File: src/rtl/v1_pulse_gen_if.sv
// v1_pulse_gen_if: pulse emulator control and sample bus.
// master drives start/amplitude/baseline; slave returns samples and status.
interface v1_pulse_gen_if #(
  parameter int SIZE_ADC_DATA = 14,
  parameter int AMP_W         = 13
);
  logic                            start;
  logic        [AMP_W-1:0]         amplitude;
  logic signed [SIZE_ADC_DATA-1:0] baseline;
  logic signed [SIZE_ADC_DATA-1:0] output_data;
  logic                            busy;
  logic                            done;
  logic        [15:0]              drop_cnt;

  modport master (
    output start, amplitude, baseline,
    input  output_data, busy, done, drop_cnt
  );

  modport slave (
    input  start, amplitude, baseline,
    output output_data, busy, done, drop_cnt
  );
endinterface

File: src/rtl/v1_pulse_gen.sv
// v1_pulse_gen: detector-pulse emulator feeding the trapezoidal shaper.
// Ports: clk, reset (sync, active-low), bus (slave): start, amplitude,
// baseline in; output_data, busy, done, drop_cnt out.
module v1_pulse_gen #(
  parameter int SIZE_ADC_DATA = 14,
  parameter int AMP_W         = 13,
  parameter int RISE_SHIFT    = 0,
  parameter int DECAY_SHIFT   = 4,
  parameter int HOLDOFF       = 8,
  parameter int PILEUP_EN     = 1
) (
  input logic           clk,
  input logic           reset,
  v1_pulse_gen_if.slave bus
);

  localparam int RC_W = (RISE_SHIFT > 0) ? RISE_SHIFT : 1;
  localparam int HC_W = (HOLDOFF > 1) ? $clog2(HOLDOFF) : 1;
  localparam int MW   = SIZE_ADC_DATA + 2;

  localparam logic [RC_W-1:0] RC_LAST =
    RC_W'((1 << RISE_SHIFT) - 1);
  localparam logic [HC_W-1:0] HC_LAST =
    HC_W'((HOLDOFF > 0) ? HOLDOFF - 1 : 0);

  localparam logic signed [MW-1:0] OMAX =
    MW'((1 << (SIZE_ADC_DATA - 1)) - 1);
  localparam logic signed [MW-1:0] OMIN =
    MW'(-(1 << (SIZE_ADC_DATA - 1)));

  typedef enum logic [1:0] {
    S_IDLE,
    S_RISE,
    S_DECAY,
    S_HOLDOFF
  } state_t;

  state_t           state;
  logic [AMP_W-1:0] acc;
  logic [AMP_W-1:0] target;
  logic [AMP_W-1:0] step;
  logic [RC_W-1:0]  rise_cnt;
  logic [HC_W-1:0]  hold_cnt;

  logic [AMP_W:0]   sum_tgt;
  logic [AMP_W-1:0] new_tgt;
  logic [AMP_W-1:0] amp_sh;
  logic [AMP_W-1:0] new_step;
  logic [AMP_W:0]   acc_step;
  logic             rise_end;
  logic [AMP_W-1:0] dec_raw;
  logic [AMP_W-1:0] dec;
  logic             decay_end;
  logic             can_take;
  logic             accept;
  logic             drop;

  logic signed [MW-1:0]            mix;
  logic signed [SIZE_ADC_DATA-1:0] sat;

  // Pile-up adds on top of the current level, so the sum
  // carries one extra bit and clamps to full scale.
  assign sum_tgt = {1'b0, acc} + {1'b0, bus.amplitude};
  assign new_tgt = sum_tgt[AMP_W] ? '1 : sum_tgt[AMP_W-1:0];

  assign amp_sh   = bus.amplitude >> RISE_SHIFT;
  assign new_step = (amp_sh == '0) ? AMP_W'(1) : amp_sh;

  assign acc_step = {1'b0, acc} + {1'b0, step};
  assign rise_end = (rise_cnt == RC_LAST) ||
                    (acc_step >= {1'b0, target});

  // Minimum decrement of 1 keeps the tail from stalling.
  assign dec_raw   = acc >> DECAY_SHIFT;
  assign dec       = (dec_raw == '0) ? AMP_W'(1) : dec_raw;
  assign decay_end = (acc <= dec);

  assign can_take = (state == S_IDLE) ||
                    ((PILEUP_EN != 0) && (state == S_DECAY));
  assign accept   = bus.start && can_take;
  assign drop     = bus.start && !can_take;

  assign mix =
    $signed({{2{bus.baseline[SIZE_ADC_DATA-1]}}, bus.baseline}) +
    $signed({{(MW-AMP_W){1'b0}}, acc});

  always_comb begin
    sat = mix[SIZE_ADC_DATA-1:0];
    if (mix > OMAX) begin
      sat = OMAX[SIZE_ADC_DATA-1:0];
    end else if (mix < OMIN) begin
      sat = OMIN[SIZE_ADC_DATA-1:0];
    end
  end

  assign bus.busy = (state != S_IDLE);

  always_ff @(posedge clk) begin
    if (!reset) begin
      state           <= S_IDLE;
      acc             <= '0;
      target          <= '0;
      step            <= '0;
      rise_cnt        <= '0;
      hold_cnt        <= '0;
      bus.output_data <= '0;
      bus.done        <= 1'b0;
      bus.drop_cnt    <= '0;
    end else begin
      bus.output_data <= sat;
      bus.done        <= 1'b0;

      if (drop && (bus.drop_cnt != 16'hFFFF)) begin
        bus.drop_cnt <= bus.drop_cnt + 16'd1;
      end

      unique case (state)
        S_IDLE: begin
          if (accept) begin
            target   <= new_tgt;
            step     <= new_step;
            rise_cnt <= '0;
            state    <= S_RISE;
          end
        end
        S_RISE: begin
          if (rise_end) begin
            acc   <= target;
            state <= S_DECAY;
          end else begin
            acc      <= acc_step[AMP_W-1:0];
            rise_cnt <= rise_cnt + RC_W'(1);
          end
        end
        S_DECAY: begin
          if (accept) begin
            target   <= new_tgt;
            step     <= new_step;
            rise_cnt <= '0;
            state    <= S_RISE;
          end else if (decay_end) begin
            acc      <= '0;
            bus.done <= 1'b1;
            hold_cnt <= '0;
            state    <= (HOLDOFF == 0) ? S_IDLE : S_HOLDOFF;
          end else begin
            acc <= acc - dec;
          end
        end
        S_HOLDOFF: begin
          if (hold_cnt == HC_LAST) begin
            state <= S_IDLE;
          end else begin
            hold_cnt <= hold_cnt + HC_W'(1);
          end
        end
        default: state <= S_IDLE;
      endcase
    end
  end

endmodule

File: src/flat_wrapper.sv
// flat-port wrapper written by rule: the top's interface ports become plain ports
module v1_pulse_gen_flat 
#(
  parameter int SIZE_ADC_DATA = 14,
  parameter int AMP_W         = 13,
  parameter int RISE_SHIFT    = 0,
  parameter int DECAY_SHIFT   = 4,
  parameter int HOLDOFF       = 8,
  parameter int PILEUP_EN     = 1
)
  (clk, reset, bus_start, bus_amplitude, bus_baseline, bus_output_data, bus_busy, bus_done, bus_drop_cnt);
  v1_pulse_gen_if #(.SIZE_ADC_DATA(SIZE_ADC_DATA), .AMP_W(AMP_W)) bus_i ();
  input logic clk;
  input logic reset;
  input wire logic [$bits(bus_i.start)-1:0] bus_start;
  input wire logic [$bits(bus_i.amplitude)-1:0] bus_amplitude;
  input wire logic [$bits(bus_i.baseline)-1:0] bus_baseline;
  output wire logic [$bits(bus_i.output_data)-1:0] bus_output_data;
  output wire logic [$bits(bus_i.busy)-1:0] bus_busy;
  output wire logic [$bits(bus_i.done)-1:0] bus_done;
  output wire logic [$bits(bus_i.drop_cnt)-1:0] bus_drop_cnt;
  assign bus_i.start = bus_start;
  assign bus_i.amplitude = bus_amplitude;
  assign bus_i.baseline = bus_baseline;
  assign bus_output_data = bus_i.output_data;
  assign bus_busy = bus_i.busy;
  assign bus_done = bus_i.done;
  assign bus_drop_cnt = bus_i.drop_cnt;
  v1_pulse_gen #(.SIZE_ADC_DATA(SIZE_ADC_DATA), .AMP_W(AMP_W), .RISE_SHIFT(RISE_SHIFT), .DECAY_SHIFT(DECAY_SHIFT), .HOLDOFF(HOLDOFF), .PILEUP_EN(PILEUP_EN)) u_core (.clk(clk), .reset(reset), .bus(bus_i));
endmodule
File: config.mk
export PLATFORM = sky130hd
export DESIGN_NAME = v1_pulse_gen_flat
export DESIGN_NICKNAME = d
export VERILOG_FILES = /design/src/rtl/v1_pulse_gen_if.sv /design/src/rtl/v1_pulse_gen.sv /design/src/flat_wrapper.sv
export SDC_FILE = /design/constraint.sdc
export NUM_CORES = 1
export LEC_CHECK = 0
export CORE_ASPECT_RATIO = 0.75
export CORE_MARGIN = 2
export CORE_UTILIZATION = 30
export DETAILED_ROUTE_END_ITERATION = 7
export GPL_TIMING_DRIVEN = 0
export PLACE_DENSITY = 0.54
export SYNTH_ARGS = -nofsm -noshare
export SYNTH_HDL_FRONTEND = slang
export SYNTH_SLANG_ARGS = --single-unit
File: constraint.sdc
create_clock -name clk -period 3.15 [get_ports clk]
set_input_delay 0.4725 -clock clk [delete_from_list [all_inputs] [get_ports clk]]
set_output_delay 0.4725 -clock clk [all_outputs]
set_load 0.01 [all_outputs]
* Word-level counts from Yosys, hierarchy flattened *
Cells that the tools add are included.
W data, S select, Z words.

operators by class
  reduce and logical (&&, ||, !) cells = 21
  equal/unequal tests = 14
  $lt $le $gt $ge = 4
  muxes and demuxes = 23
  add/subtract/negate cells = 7
  bitwise gates (word level) = 3

operators by type and width
  cell                     number
  $mux W13                 6
  $add A13 B13 Y14         2
  $logic_not A13 Y1        2
  $pmux W13 S2             1
  $add A16 B1 Y16 const B  1
  $gt A16 B14 Y1 const B   1
  $lt A16 B14 Y1 const B   1
  $ne A16 B16 Y1 const B   1
  $add A14 B14 Y15         1
  $ge A14 B13 Y1           1
  $mux W14                 1
  $le A13 B13 Y1           1
  $sub A13 B13 Y13         1
  $mux W2                  5
  $ne A2 B1 Y1 const B     5
  $mux W3                  3
  $mux W9                  1
  $pmux W2 S4              1
  $reduce_and A4 Y1        2
  $reduce_bool A2 Y1       4
  $ne A2 B2 Y1 const B     3
  $pmux W3 S2              1
  $eq A2 B2 Y1 const B     2
  $reduce_and A2 Y1        2
  15 further kinds         23

storage, ports and cells
  flip-flop bits (word level) = 76
  bits of input ports = 30
  word-level logic and storage cells = 82
  output and inout bits = 32

* Logic depth before layout (Yosys ltp) *
Gate-level depths: netlist of run 1.

  word-level depth = 6
  depth in mapped cells = 17
  depth with buffers taken out = 16

* Worst setup path before layout of run 1 *
Ideal clock, no wire load.

  kind = register to register
  start point = reg u_core.acc[0]
  end point = reg u_core.acc[10]
  slack = -0.131 ns
  setup time = 0.122 ns
  data arrival time = 3.159 ns
  data required time = 3.028 ns
  stages on the path, launching flop included = 18
  cell sequence = dfxtp_1 -> ha_1 -> fa_1 -> a21oi_1 -> o2111a_1 -> a21o_1 -> nand2_1 -> nor2_1 -> xnor2_1 -> ha_1 -> nand4_1 -> nor3_1 -> a31oi_1 -> a31oi_1 -> a41oi_1 -> buf_2 -> nor3_1 -> a311o_1

between the ends
  longest elaborated chain between the ends = 5
  elaborated cells on any way between the ends = 9

ends and longest elaborated chain
  element                 line                 text
  start, declared         v1_pulse_gen.sv:39   logic [AMP_W-1:0] acc;
  start signal, assigned  v1_pulse_gen.sv:128  acc <= target;
  start signal, assigned  v1_pulse_gen.sv:131  acc <= acc_step[AMP_W-1:0];
  start signal, assigned  v1_pulse_gen.sv:147  acc <= acc - dec;
  $add A13 B13 Y14        v1_pulse_gen.sv:69   assign acc_step = {1'b0, acc} + {1'b0, step};
  $ge A14 B13 Y1          v1_pulse_gen.sv:71   (acc_step >= {1'b0, target});
  $logic_or A1 B1 Y1      v1_pulse_gen.sv:70   assign rise_end = (rise_cnt == RC_LAST) ||
  $mux W13                v1_pulse_gen.sv:127  if (rise_end) begin
  $pmux W13 S2 (*)        v1_pulse_gen.sv:117  unique case (state)

Mark *: on every way between the ends. The rest lies on a longest branch, timed or not. The select of a mux whose other input is x is not followed.
A chain may end at the register's enable or synchronous reset.

* Final worst setup path of run 1 *
  start point = reg u_core.acc[0]
  end point = reg u_core.acc[2]

The elaborated chain is that of the path after synthesis.

==> out/metrics.cfg, run 1 <==
[status]
status=finished, violations left
violations=negative setup slack

[place]
io_buffers=61
place_congestion=0.859
dp_cells=1001
dp_slack_ns=-0.751
place_hpwl_um=12500

[final_layout]
most-common-layout-cells=66 x dfxtp_1, 63 x nor2_1, 61 x clkdlybuf4s50_1
multiInputGateArea_um2=4000
fillers=1913
final_common_cell=dfxtp_1
final_nets=882
drive_gt1_share_pct=11.0
finalNonFillerCells=1035
num_antenna_cells=0
synthToLayoutAreaGrowth_pct=26.9
ff_latch_area_um2=1540

[die]
die_y_um=123
rows=43
core_area_um2=18500
die_x_um=162
dieArea_um2=20000
num_io_pins=62
start_util_pct=30.6

[route]
dr_total_vias=5271
drc=0
wl_per_cell_um=15.4
drt_first_pass_iters=4
ant_nets=0
dr.first_iter.drc_count=361
drt-total-wl_um=16000
vias_per_cell=5.09

[grt]
grt_start_max_net_pins=13
grt_use_total_pct=16.5
grt_pass1_wl_um=25500
antenna_found_initial=0
grt_pass1_vias=4825
overflow=0

[logic_synthesis]
synth_top_cell_by_area=dfxtp_1
synthFlopType=dfxtp_1
syn_nets=791
synth_top_area_share_pct=26.9
synth_seq_cells=76
synth_edf_count=0
synth_cells=693
yosys_warnings=0
synth_async_sr_flop_share_pct=0
synth_area_per_cell_um2=8.16
netlist_area_um2=5650
synth_area_leaders=dfxtp_1 27%, ha_1 14%, nor2_1 4.3%, a21oi_1 4.3%, xnor2_1 4.0%
ys_seq_area_share_pct=26.9
synth_cell_types=68

[worst_setup_path]
end_kind=flop
crit_top_cell=a31oi_1
critPathBufInv=1
critPathLaunchType=flop
cp.arrival_ns=3.84
critical_path.cell_chain=ha_4 > fa_2 > a21oi_2 > o2111a_2 > a21o_1 > nand2_1 > nor2_2 > xnor2_2 > ha_1 > nand4_1 > nor3_1 > a31oi_1 > a31oi_1 > a41oi_2 > buf_6 > mux2i_2 > o22ai_1
critPathKind=flop to flop
worst_path_max_delay_cell=fa_2
cp_slowest_stage_delay_ns=0.36
critical_path.top_delay_family=compound AO/OA/AOI/OAI gates
required_ns=3.37
critPathMaxFanout=6

[timing]
fmax_mhz=276
setup_ws_ns=-0.478
min_period_ns=3.63
timing.hold.ws_ns=0.462
relSlewSlack_pct=43.6
grt_setup_unrepaired=yes
worstMarginPinSlew_ns=0.847
finalSetupViolCount=16
hold_viol=0
fin_crit_sh_pct=115
slew_violations=0
clock_skew_ns=0.00768

[cts]
clock-sinks=76
cts_tree=yes
cts_made_buffers=9
htree_levels=3
hold_buffers=0
clock-root-buffer=clkbuf_16
clockBufferDepth=2
clk_pin_slew_ns=0.06
insertion_delay_ns=0.36

[pwr]
power.leakage_nw=2.80
power.ir.vdd_worst_mv=0.274
power_density_nw_per_um2=547
total_power_mw=3.93

[run]
cap_violations=0

[min_path]
hold_class=flop to flop

-- metal layers --
metal	track usage, %	vias up	routed length, um
li1	-	2703	-
met1	24.7	2445	8620
met2	23.8	110	6420
met3	3.68	13	784
met4	3.82	0	158
met5	0	-	0
-- worst min-delay path: stages (launching register included) --
cell,delay (ns)
dfxtp_1,0.31
nand2_1,0.05
mux2i_1,0.05
-- Yosys cell counts, types with 9 or more instances --
library cell / number
dfxtp_1: 76
nand4_1: 9
mux2i_1: 14
o21ai_0: 30
a21oi_1: 48
xor2_1: 21
inv_1: 39
o21a_1: 16
ha_1: 64
xnor2_1: 26
clkbuf_1: 20
nor2b_1: 13
nand2_1: 58
nand3_1: 24
nor3_1: 29
a211oi_1: 9
a221oi_1: 11
nor2_1: 65
-- cells by family (layout without fill, tap and decap cells) --
| kind of cell | count (synthesis) | in the layout | synth area share (%) |
|---|---|---|---|
| fa+ha+maj | 69 | 69 | 15.8 |
| simple gates | 243 | 243 | 21.1 |
| mux | 14 | 14 | 2.48 |
| compound gates | 178 | 178 | 21.9 |
| xor+xnor | 47 | 47 | 7.28 |
| buf+inv | 66 | 161 | 4.52 |
| flops | 76 | 76 | 26.9 |
-- report_power, final --
| part | internal [mW] | total (mW) | switching [mW] |
|---|---|---|---|
| Combinational | 0.782 | 1.71 | 0.930 |
| Clock | 0.626 | 1.06 | 0.437 |
| Sequential | 1.06 | 1.15 | 0.0875 |
| Total | 2.47 | 3.93 | 1.45 |
-- layout make-up --
cell class / count / area share [%]
clock buffer: 10 / 3.33
clock inverter: 5 / 0.732
buffer: 26 / 1.67
timing repair buffer: 80 / 10.7
inverter: 40 / 2.09
tap: 247 / 4.31
sequential: 76 / 21.5
multi-input combinational: 551 / 55.7
-- metrics by stage --
stage	setup TNS [ns]	utilization (%)	instance area, um2
after floorplan	0	-	5670
after global placement	-16.51	35.7	6590
after detailed placement	-16.96	35.7	6590
after CTS	-6.85	38.0	7000
after global routing	-9.55	38.9	7170
final	-6.49	38.9	7170
-- path summary, 6_finish.rpt --
path              slack (ns)  cells after the start                  to          startpoint
hold reg to reg         0.46                      2  u_core.hold_cnt[1]  u_core.hold_cnt[1]
hold / removal          0.46                      2  u_core.hold_cnt[1]  u_core.hold_cnt[1]
setup reg to reg       -0.48                     17       u_core.acc[2]       u_core.acc[0]
setup / recovery       -0.48                     17       u_core.acc[2]       u_core.acc[0]
-- repair_timing --
action	4_1_cts	5_1_grt
gates cloned	1	0
setup endpoints to repair	29	28
gates resized for setup	23	25
setup buffers	7	11
pin swaps	22	21
-- state kept, by name, summed over array words and instances (netlist names) --
name and cells:
u_core.target 13, u_core.bus.done 1, u_core.bus.drop_cnt 16, u_core.state 2, u_core.hold_cnt 3, u_core.acc 13, u_core.step 13, u_core.bus.output_data 14
u_core.rise_cnt 1
(Power assumes the default switching activity.)
==> run 2: changes to the inputs <==
Settings changed: CAP_MARGIN set to 20, CORE_MARGIN 2 to 4, SLEW_MARGIN set to 20.
==> run 2 against run 1 <==
  * The flow still finishes with violations (negative setup slack)
  * Combinational power grew 3%
  * Global-route usage shrank 0.94 points
  * Clock skew shrank 0.0028 ns
  * Critical path depth is the same
  * Design area grew 2.9%
  * Non-clock buffer count shrank 2
  * Clock power grew 25%
  * Register-to-register slack gained 0.04 ns
  * Critical path type unchanged
==> out/metrics.cfg, run 2 (same netlist as run 1, synthesis figures left out) <==
[status]
status=finished, violations left
violations=negative setup slack

[timing]
grt_setup_unrepaired=yes
fmax_mhz=279  ; +1.1%
finalSetupViolCount=16  ; unchanged
worstMarginPinSlew_ns=0.846  ; -0.000961 ns
slew_violations=0  ; unchanged
relSlewSlack_pct=43.6  ; +0.064 points
fin_crit_sh_pct=114  ; -1.2 points
setup_ws_ns=-0.439  ; +0.0389 ns
hold_viol=0  ; unchanged
clock_skew_ns=0.00484  ; -0.00285 ns
min_period_ns=3.59  ; -0.0389 ns

[final_layout]
regMostFlops=u_core.bus.drop_cnt
top_regs=u_core.bus.drop_cnt x16, u_core.bus.output_data x14
drive_gt1_share_pct=13.1  ; +2.0 points
fin_area_um2=7380  ; +2.9%
most-common-layout-cells=66 x dfxtp_1, 62 x nor2_1, 61 x clkdlybuf4s50_1
final_nets=880  ; -0.23%
fillers=1933  ; +1.0%
final_util_pct=39.9  ; +1.0 points
final_common_cell=dfxtp_1
largest_reg_flops=16  ; unchanged
num_antenna_cells=0  ; unchanged
synthToLayoutAreaGrowth_pct=30.7

[pwr]
power_density_nw_per_um2=575  ; +5.0%
p_sw_mw=1.49  ; +2.6%
seq_power_share_pct=27.3  ; -2.0 points
power.leakage_nw=2.85  ; +1.9%
power_frac_clock_pct=31.2  ; +4.1 points
sw_frac_of_total_pct=35.2  ; -1.9 points
power.ir.vdd_worst_mv=0.234  ; -15%
total_power_mw=4.25  ; +8.1%
p_comb_share_pct=41.6  ; -2.0 points
p_int_mw=2.75  ; +11%

[cts]
clockBufferDepth=2  ; unchanged
cts_made_buffers=9  ; unchanged
hold_buffers=0  ; unchanged
htree_levels=3  ; unchanged
cts_tree=yes
clk_pin_slew_ns=0.06  ; about the same
clock-root-buffer=clkbuf_16
clock-sinks=76  ; unchanged
insertion_delay_ns=0.35  ; about the same

[worst_setup_path]
critPathLaunchType=flop
end_kind=flop
worst_path_max_delay_cell=fa_2
required_ns=3.38  ; about the same
critical_path.cell_chain=ha_4 > fa_2 > a21oi_2 > o2111a_2 > a21o_1 > nand2_1 > nor2_2 > xnor2_2 > ha_1 > nand4_1 > nor3_2 > a31oi_2 > a31oi_1 > a41oi_2 > buf_4 > buf_4 > a311o_1
critPathKind=flop to flop
cp.arrival_ns=3.82  ; -0.02 ns
critPathBufInv=2  ; +1
cp_slowest_stage_delay_ns=0.38  ; +0.02 ns
critical_path.top_delay_family=compound AO/OA/AOI/OAI gates
critPathMaxFanout=4  ; -2
crit_top_cell=buf_4

[die]
start_util_pct=30.5  ; -0.089 points
rows=43  ; unchanged
die_y_um=127  ; +3.3%
die_x_um=166  ; +2.5%
core_area_um2=18500  ; +0.29%
num_io_pins=62  ; unchanged
dieArea_um2=21100  ; +5.8%

[grt]
grt_pass1_wl_um=26500  ; +4.0%
antenna_found_initial=0  ; unchanged
grt_start_max_net_pins=14  ; +1
overflow=0  ; unchanged
grt_use_total_pct=15.5  ; -0.94 points
grt_pass1_vias=5056  ; +4.8%

[min_path]
hold_class=flop to flop

[route]
drt-total-wl_um=16500  ; +3.1%
ant_nets=0  ; unchanged
drc=0  ; unchanged
wl_per_cell_um=15.9  ; +3.2%
dr.first_iter.drc_count=384  ; +6.4%
vias_per_cell=5.11  ; +0.36%
dr_total_vias=5285  ; +0.27%
drt_first_pass_iters=4  ; unchanged

[place]
io_buffers=61  ; unchanged
place_area_um2=6590  ; unchanged
place_hpwl_um=12700  ; +1.7%
place_congestion=0.821  ; -4.4%

[run]
cap_violations=0  ; unchanged

-- run 2: changes by cell type in the layout (fill, tap and decap cells not counted), moves of 3 or more --
cell       before  now
ha_1           60   57
bufinv_16       1    4
ha_4            3    6
a21oi_1        44   41
nor3_1         28   25
-- run 2: path summary, 6_finish.rpt --
check	start	end	slack, ns	depth (start not counted)
max	u_core.acc[0]	u_core.acc[10]	-0.44	17
min	u_core.rise_cnt	u_core.rise_cnt	0.46	2
max reg2reg	u_core.acc[0]	u_core.acc[10]	-0.44	17
min reg2reg	u_core.rise_cnt	u_core.rise_cnt	0.46	2
-- run 2: power groups by stage --
stage	clock [mW]	sequential, mW	combinational (mW)
after global placement	0	1.17	1.61
after floorplan	0	1.15	1.19
final	1.32	1.16	1.76
after CTS	1.36	1.15	1.68
after detailed placement	0	1.17	1.62
after global routing	1.40	1.17	1.97
-- run 2: cell type report --
type | count | area (um2) | area share [%]
inverter | 40 | 150 | 2.03
timing repair buffer | 79 | 753 | 10.2
sequential | 76 | 1550 | 21.0
multi-input combinational | 551 | 4130 | 55.9
tap | 247 | 309 | 4.19
buffer | 25 | 120 | 1.63
clock inverter | 6 | 134 | 1.81
clock buffer | 10 | 239 | 3.24
-- run 2: what timing repair did --
| action | CTS | global route |
|---|---|---|
| cloned | 1 | 0 |
| gates resized for setup | 36 | 37 |
| setup endpoints to repair | 29 | 31 |
| pin swaps | 27 | 18 |
| setup buffers | 8 | 9 |
-- run 2: layer usage --
| layer | global-route usage, % | part of all wire [%] | vias to the layer above |
|---|---|---|---|
| met5 | 0 | 0 | - |
| met4 | 3.66 | 1.1 | 0 |
| met3 | 3.27 | 6.1 | 15 |
| met2 | 22.9 | 41 | 105 |
| met1 | 23.1 | 52 | 2456 |
| li1 | - | - | 2709 |
-- run 2: worst min-delay path, stage by stage, from the launching register on --
cell and delay [ns]:
dfxtp_1 0.31, nand3_1 0.08, a21oi_2 0.03
-- run 2: stage by stage --
stage          worst slack, ns  TNS (ns)  hold WS [ns]  cells
3_3_place_gp            -0.779    -17.31         0.440   1001
5_1_grt                 -0.547     -7.99         0.472   1034
3_5_place_dp            -0.754    -17.60         0.439   1001
4_1_cts                 -0.467     -6.56         0.463   1026
6_report                -0.439     -6.28         0.460   1034
2_1_floorplan           0.0120         0         0.425    693
==> run 3: changes to the inputs <==
Settings changed: CAP_MARGIN 20 to unset.
==> results of run 3 <==
No change in the layout: final DEF, timing and power equal those of run 2.
==> RTL change 1: new RTL, flow settings as in run 2 <==
`AMP_W` is set to 13 in 3 places; all go to 11.
--- a/src/rtl/v1_pulse_gen_if.sv
+++ b/src/rtl/v1_pulse_gen_if.sv
@@ -4,3 +4,3 @@
   parameter int SIZE_ADC_DATA = 14,
-  parameter int AMP_W         = 13
+  parameter int AMP_W         = 11
 );
--- a/src/rtl/v1_pulse_gen.sv
+++ b/src/rtl/v1_pulse_gen.sv
@@ -5,3 +5,3 @@
   parameter int SIZE_ADC_DATA = 14,
-  parameter int AMP_W         = 13,
+  parameter int AMP_W         = 11,
   parameter int RISE_SHIFT    = 0,
--- a/src/flat_wrapper.sv
+++ b/src/flat_wrapper.sv
@@ -4,3 +4,3 @@
   parameter int SIZE_ADC_DATA = 14,
-  parameter int AMP_W         = 13,
+  parameter int AMP_W         = 11,
   parameter int RISE_SHIFT    = 0,
Ports: changed (resized bus_amplitude); port bits go from 62 to 60. The function was not compared with the original's and may differ.
==> RTL change 1 against run 2 <==
  * The flow still finishes with violations (setup timing)
  * Wire length is 5.4% lower
  * Power is 8.1% lower
  * Synthesized area is 8.9% lower
  * Sequential cell count is 6 lower
  * Die area is 8.4% lower
  * Worst setup slack better by 0.13 ns
  * Via count is 4.9% lower
  * Final area is 7.3% lower
==> RTL change 1: results (changes against run 2) <==
Synth
  • Fraction of the yosys area taken by sequential cells: 27.2% (+0.29 points)
  • Top cells by instance count after synthesis: sky130_fd_sc_hd__dfxtp_1 (70), sky130_fd_sc_hd__nand2_1 (58), sky130_fd_sc_hd__ha_1 (54)
  • Post-Synthesis Net Count: 716 (-9.5%)
  • Mean instance size in the synthesized netlist: 8.17 um2 (+0.23%)

Critical path
  • Reg-to-reg endpoint: u_core.acc[5]
  • Worst flop-to-flop path startpoint: u_core.step[0]
  • Arrival time of the worst setup path: 3.69 ns (-0.13 ns)

Clocking
  • Post-cts resize count: 40 (+11%)
  • Skew-Pair Late Insertion Delay: 0.33 ns (-0.02 ns)

Outcome
  • Status: finished, violations left
  • Failing checks: setup timing

Placement
  • Inst Count DP: 902 (-9.9%)
  • Placer congestion estimate: 0.956 (+16%)

Layout
  • Number of logic inverters in the finished layout: 44 (+10%)
  • FF+latch count: 70 (-7.9%)
  • Total of fill cells in the finished design: 1699 (-12%)
  • Proportion of final cell area spent on non-clock buffers: 13.2% (+1.4 points)
  • Non-clk bufs: 102 (-1.9%)
  • #MultiIn Comb: 499 (-9.4%)
  • Combined area of the multi-input logic cells: 3710 um2 (-10%)
  • Fraction of standard cell area that is sequential: 20.9% (-0.073 points)

Drt
  • DRT met1 WL: 7.72 mm (-10%)
  • Met2 wirelength from detailed routing: 6.82 mm (+1.7%)
  • Number of iterations in the first detailed-routing pass: 5 (+1)

Timing
  • Min setup slack post-route: -0.313 ns (+0.127 ns)
  • Final number of setup-violating endpoints: 14 (-2)
  • Worst rel slew slack: 46.1% (+2.5 points)
RTL change 1: cell types whose count changed in the layout (fill, tap and decap cells not counted), moves of 9 or more:
cell and delta:
sky130_fd_sc_hd__nor2_1 -12, sky130_fd_sc_hd__a21o_1 +11, sky130_fd_sc_hd__nor3_1 -10, sky130_fd_sc_hd__ha_1 -9
RTL change 1: per-layer routing:
metal | track usage [%] | vias to the layer above
met5 | 0 | -
met4 | 3.74 | 0
met3 | 3.29 | 11
met2 | 24.9 | 122
met1 | 22.8 | 2383
li1 | - | 2509
RTL change 1: power by group through the flow:
stage	registers (uW)	logic, uW	clock network, uW
floorplan	1070	997	0
global placement	1080	1380	0
detailed placement	1080	1400	0
CTS	1060	1530	1270
global route	1070	1750	1310
finish	1060	1590	1250
RTL change 1: worst register-to-register path: stages, from the launching register on:
cell                        delay [ns]
sky130_fd_sc_hd__dfxtp_2          0.35
sky130_fd_sc_hd__ha_4             0.14
sky130_fd_sc_hd__inv_2            0.04
sky130_fd_sc_hd__fa_2             0.42
sky130_fd_sc_hd__nor2b_4          0.14
sky130_fd_sc_hd__o2111ai_2        0.16
sky130_fd_sc_hd__nand3_2          0.14
sky130_fd_sc_hd__nand2_2          0.09
sky130_fd_sc_hd__o211ai_1         0.23
sky130_fd_sc_hd__ha_1             0.30
sky130_fd_sc_hd__o2111a_1         0.16
sky130_fd_sc_hd__a211oi_2         0.23
sky130_fd_sc_hd__o21ai_2          0.11
sky130_fd_sc_hd__a211oi_4         0.21
sky130_fd_sc_hd__buf_6            0.16
sky130_fd_sc_hd__mux2_4           0.30
sky130_fd_sc_hd__o21ba_4          0.18
RTL change 1: logic make-up (layout without fill, tap and decap cells):
kind of cell             count (synthesis)  count (layout)  share of synthesized area [%]
AND/OR/NAND/NOR                        199             199                           18.5
AO/OA/AOI/OAI                          194             194                           26.4
flip-flops                              70              70                           27.2
buffers and inverters                   61             162                           4.74
adder cells (fa/ha/maj)                 59              59                           14.9
XOR/XNOR                                35              35                           5.95
multiplexers                            12              12                           2.36
RTL change 1: through the flow:
step                cell area, um2  util [%]
CTS                           6770      40.2
global route                  6850      40.7
detailed placement            6050      36.0
finish                        6850      40.7
global placement              6050      36.0
floorplan                     5210         -
RTL change 1: how the worst max path moves through the flow:
stage | to | slack (ns) | from | depth (start not counted)
2_1_floorplan | u_core.acc[5] | -0.10 | u_core.acc[1] | 13
3_3_place_gp | u_core.acc[8] | -0.67 | u_core.acc[0] | 16
3_5_place_dp | u_core.acc[8] | -0.74 | u_core.acc[0] | 16
4_1_cts | u_core.acc[5] | -0.32 | u_core.step[1] | 14
5_1_grt | u_core.acc[5] | -0.48 | u_core.step[0] | 16
6_report | u_core.acc[5] | -0.31 | u_core.step[0] | 16
==> RTL change 2: new RTL, flow settings as in run 2 <==
Without the edit above. The 4 states of `state_t` get a one-hot encoding in 4 bits.
--- a/src/rtl/v1_pulse_gen.sv
+++ b/src/rtl/v1_pulse_gen.sv
@@ -30,7 +30,7 @@
 
-  typedef enum logic [1:0] {
-    S_IDLE,
-    S_RISE,
-    S_DECAY,
-    S_HOLDOFF
+  typedef enum logic [3:0] {
+    S_IDLE    = 4'b0001,
+    S_RISE    = 4'b0010,
+    S_DECAY   = 4'b0100,
+    S_HOLDOFF = 4'b1000
   } state_t;
Function: same outputs for any inputs over 4 cycles, from zero or initial values and one cycle with reset low; so few cycles prove little.
==> RTL change 2 against run 2 <==
  * The flow still finishes with violations (setup timing)
  * Sequential share of layout area is 0.43 points higher
  * Final area is 0.17% lower
  * Worst setup slack better by 0.0061 ns
  * Wire length is 0.96% lower
  * Die area is 1.3% lower
  * Largest cell class unchanged
  * First-iteration DRC count is 15% lower
  * Critical path type unchanged
  * Sequential cell count is 2 higher
  * Maximum frequency is 0.17% higher
  * Synthesized area is 1.4% lower
Power is not compared: it rests on default switching activity, and its combinational part moved more than twofold at a synthesized area within 25%.
==> RTL change 2: results (changes against run 2) <==
Timing
  • Setup TNS after final layout: -5.84 ns (+0.443 ns)
  • Worst rel slew slack: 35.8% (-7.9 points)
  • Min setup slack post-route: -0.433 ns (+0.00610 ns)
  • Final number of setup-violating endpoints: 16 (unchanged)

Synth
  • Mean instance size in the synthesized netlist: 8.23 um2 (+0.94%)
  • Post-Synthesis Net Count: 775 (-2.0%)
  • Fraction of the yosys area taken by sequential cells: 28.0% (+1.1 points)
  • Library cells used by synthesis: 65 (-4.4%)
  • Cell types with the largest area share after synthesis: sky130_fd_sc_hd__dfxtp_1 (28%), sky130_fd_sc_hd__ha_1 (14%), sky130_fd_sc_hd__a21oi_1 (5.0%)

Layout
  • Clk tree area frac: 4.36% (-0.69 points)
  • Number of clock buffers in the layout: 14 (+4)
  • Share of cells above drive strength 1: 15.9% (+2.8 points)
  • #MultiIn Comb: 542 (-1.6%)
  • Non-clk bufs: 115 (+11%)
  • Total of fill cells in the finished design: 1811 (-6.3%)
  • # nets final: 881 (+0.11%)
  • Proportion of final cell area spent on non-clock buffers: 13.3% (+1.5 points)
  • FF/Latch Area: 1580 um2 (+1.9%)
  • Final core area utilization: 41.1% (+1.2 points)
  • Number of logic inverters in the finished layout: 37 (-7.5%)
  • Fraction of standard cell area in multi-input logic: 54.9% (-1.0 points)

Critical path
  • Arrival time of the worst setup path: 3.84 ns (+0.02 ns)
  • Maximum fanout encountered on the critical timing path: 5 (+1)
  • Worst reg-to-reg path cell count: 18 (+1)
  • Reg-to-reg endpoint: u_core.acc[7]

Global route
  • Met2 routing resource usage after global routing: 22.7% (-0.19 points)
  • Wire length of the first global-routing pass: 26.5 mm (+0.15%)
  • Met3 demand-to-capacity share in global routing: 3.56% (+0.29 points)
  • Vias in the first global route: 5018 (-0.75%)
  • Maximum number of pins on one net before global-route repair: 13 (-1)
  • GR Util met1: 24.5% (+1.4 points)
  • Tot GR Track Use: 15.9% (+0.34 points)

Drt
  • DRC violation total after the first TritonRoute iteration: 327 (-15%)
  • Ratio of routed vias to standard cells: 5.02 (-1.9%)
  • DRT met1 WL: 8.72 mm (+1.5%)
  • Routed wire per std cell: 15.8 um (-0.57%)
  • Total met3 wirelength after detailed routing: 909 um (-9.5%)
  • Met2 wirelength from detailed routing: 6.58 mm (-2.0%)
  • Total routed wirelength: 16.3 mm (-0.96%)

Placement
  • Inst Count DP: 980 (-2.1%)
  • Detailed placement HPWL: 12.3 mm (-2.9%)
  • Setup Slack @ Placement: -0.762 ns (-0.00763 ns)
  • Placed cell areas: 6510 um2 (-1.1%)
  • Placer congestion estimate: 0.850 (+3.5%)

Hold path
  • Worst-case hold path end point: u_core.step[3]

Floorplanning
  • Die outline width: 165 um (-0.67%)

Flow run
  • Number of max-capacitance violations reported: 0 (unchanged)

Outcome
  • Failing checks: setup timing
  • Status: finished, violations left

Clocking
  • Depth of the CTS H-tree: 3 (unchanged)
  • Post-cts resize count: 34 (-5.6%)

Power and ir drop
  • Cell internal power dissipation: 2090 uW
-- RTL change 2: worst max-delay path by stage --
| stage | startpoint | end | slack [ns] | cells after the start |
|---|---|---|---|---|
| global placement | u_core.acc[2] | u_core.acc[10] | -0.78 | 14 |
| global route | u_core.acc[0] | u_core.acc[7] | -0.61 | 18 |
| CTS | u_core.acc[0] | u_core.acc[7] | -0.45 | 18 |
| finish | u_core.acc[0] | u_core.acc[7] | -0.43 | 18 |
| floorplan | u_core.acc[0] | u_core.acc[7] | -0.18 | 18 |
| detailed placement | u_core.acc[2] | u_core.acc[10] | -0.76 | 14 |
-- RTL change 2: kinds of logic (layout without fill, tap and decap cells) --
group	after synthesis	after routing	share of synthesized area (%)
DFF	78	78	28.0
adders and majority gates	68	68	15.8
muxes	1	1	0.180
AOI/OAI and AO/OA	202	202	24.8
xor gates and xnor gates	46	46	7.23
buffers and inverters	57	168	4.00
and+or+nand+nor	225	225	20.0
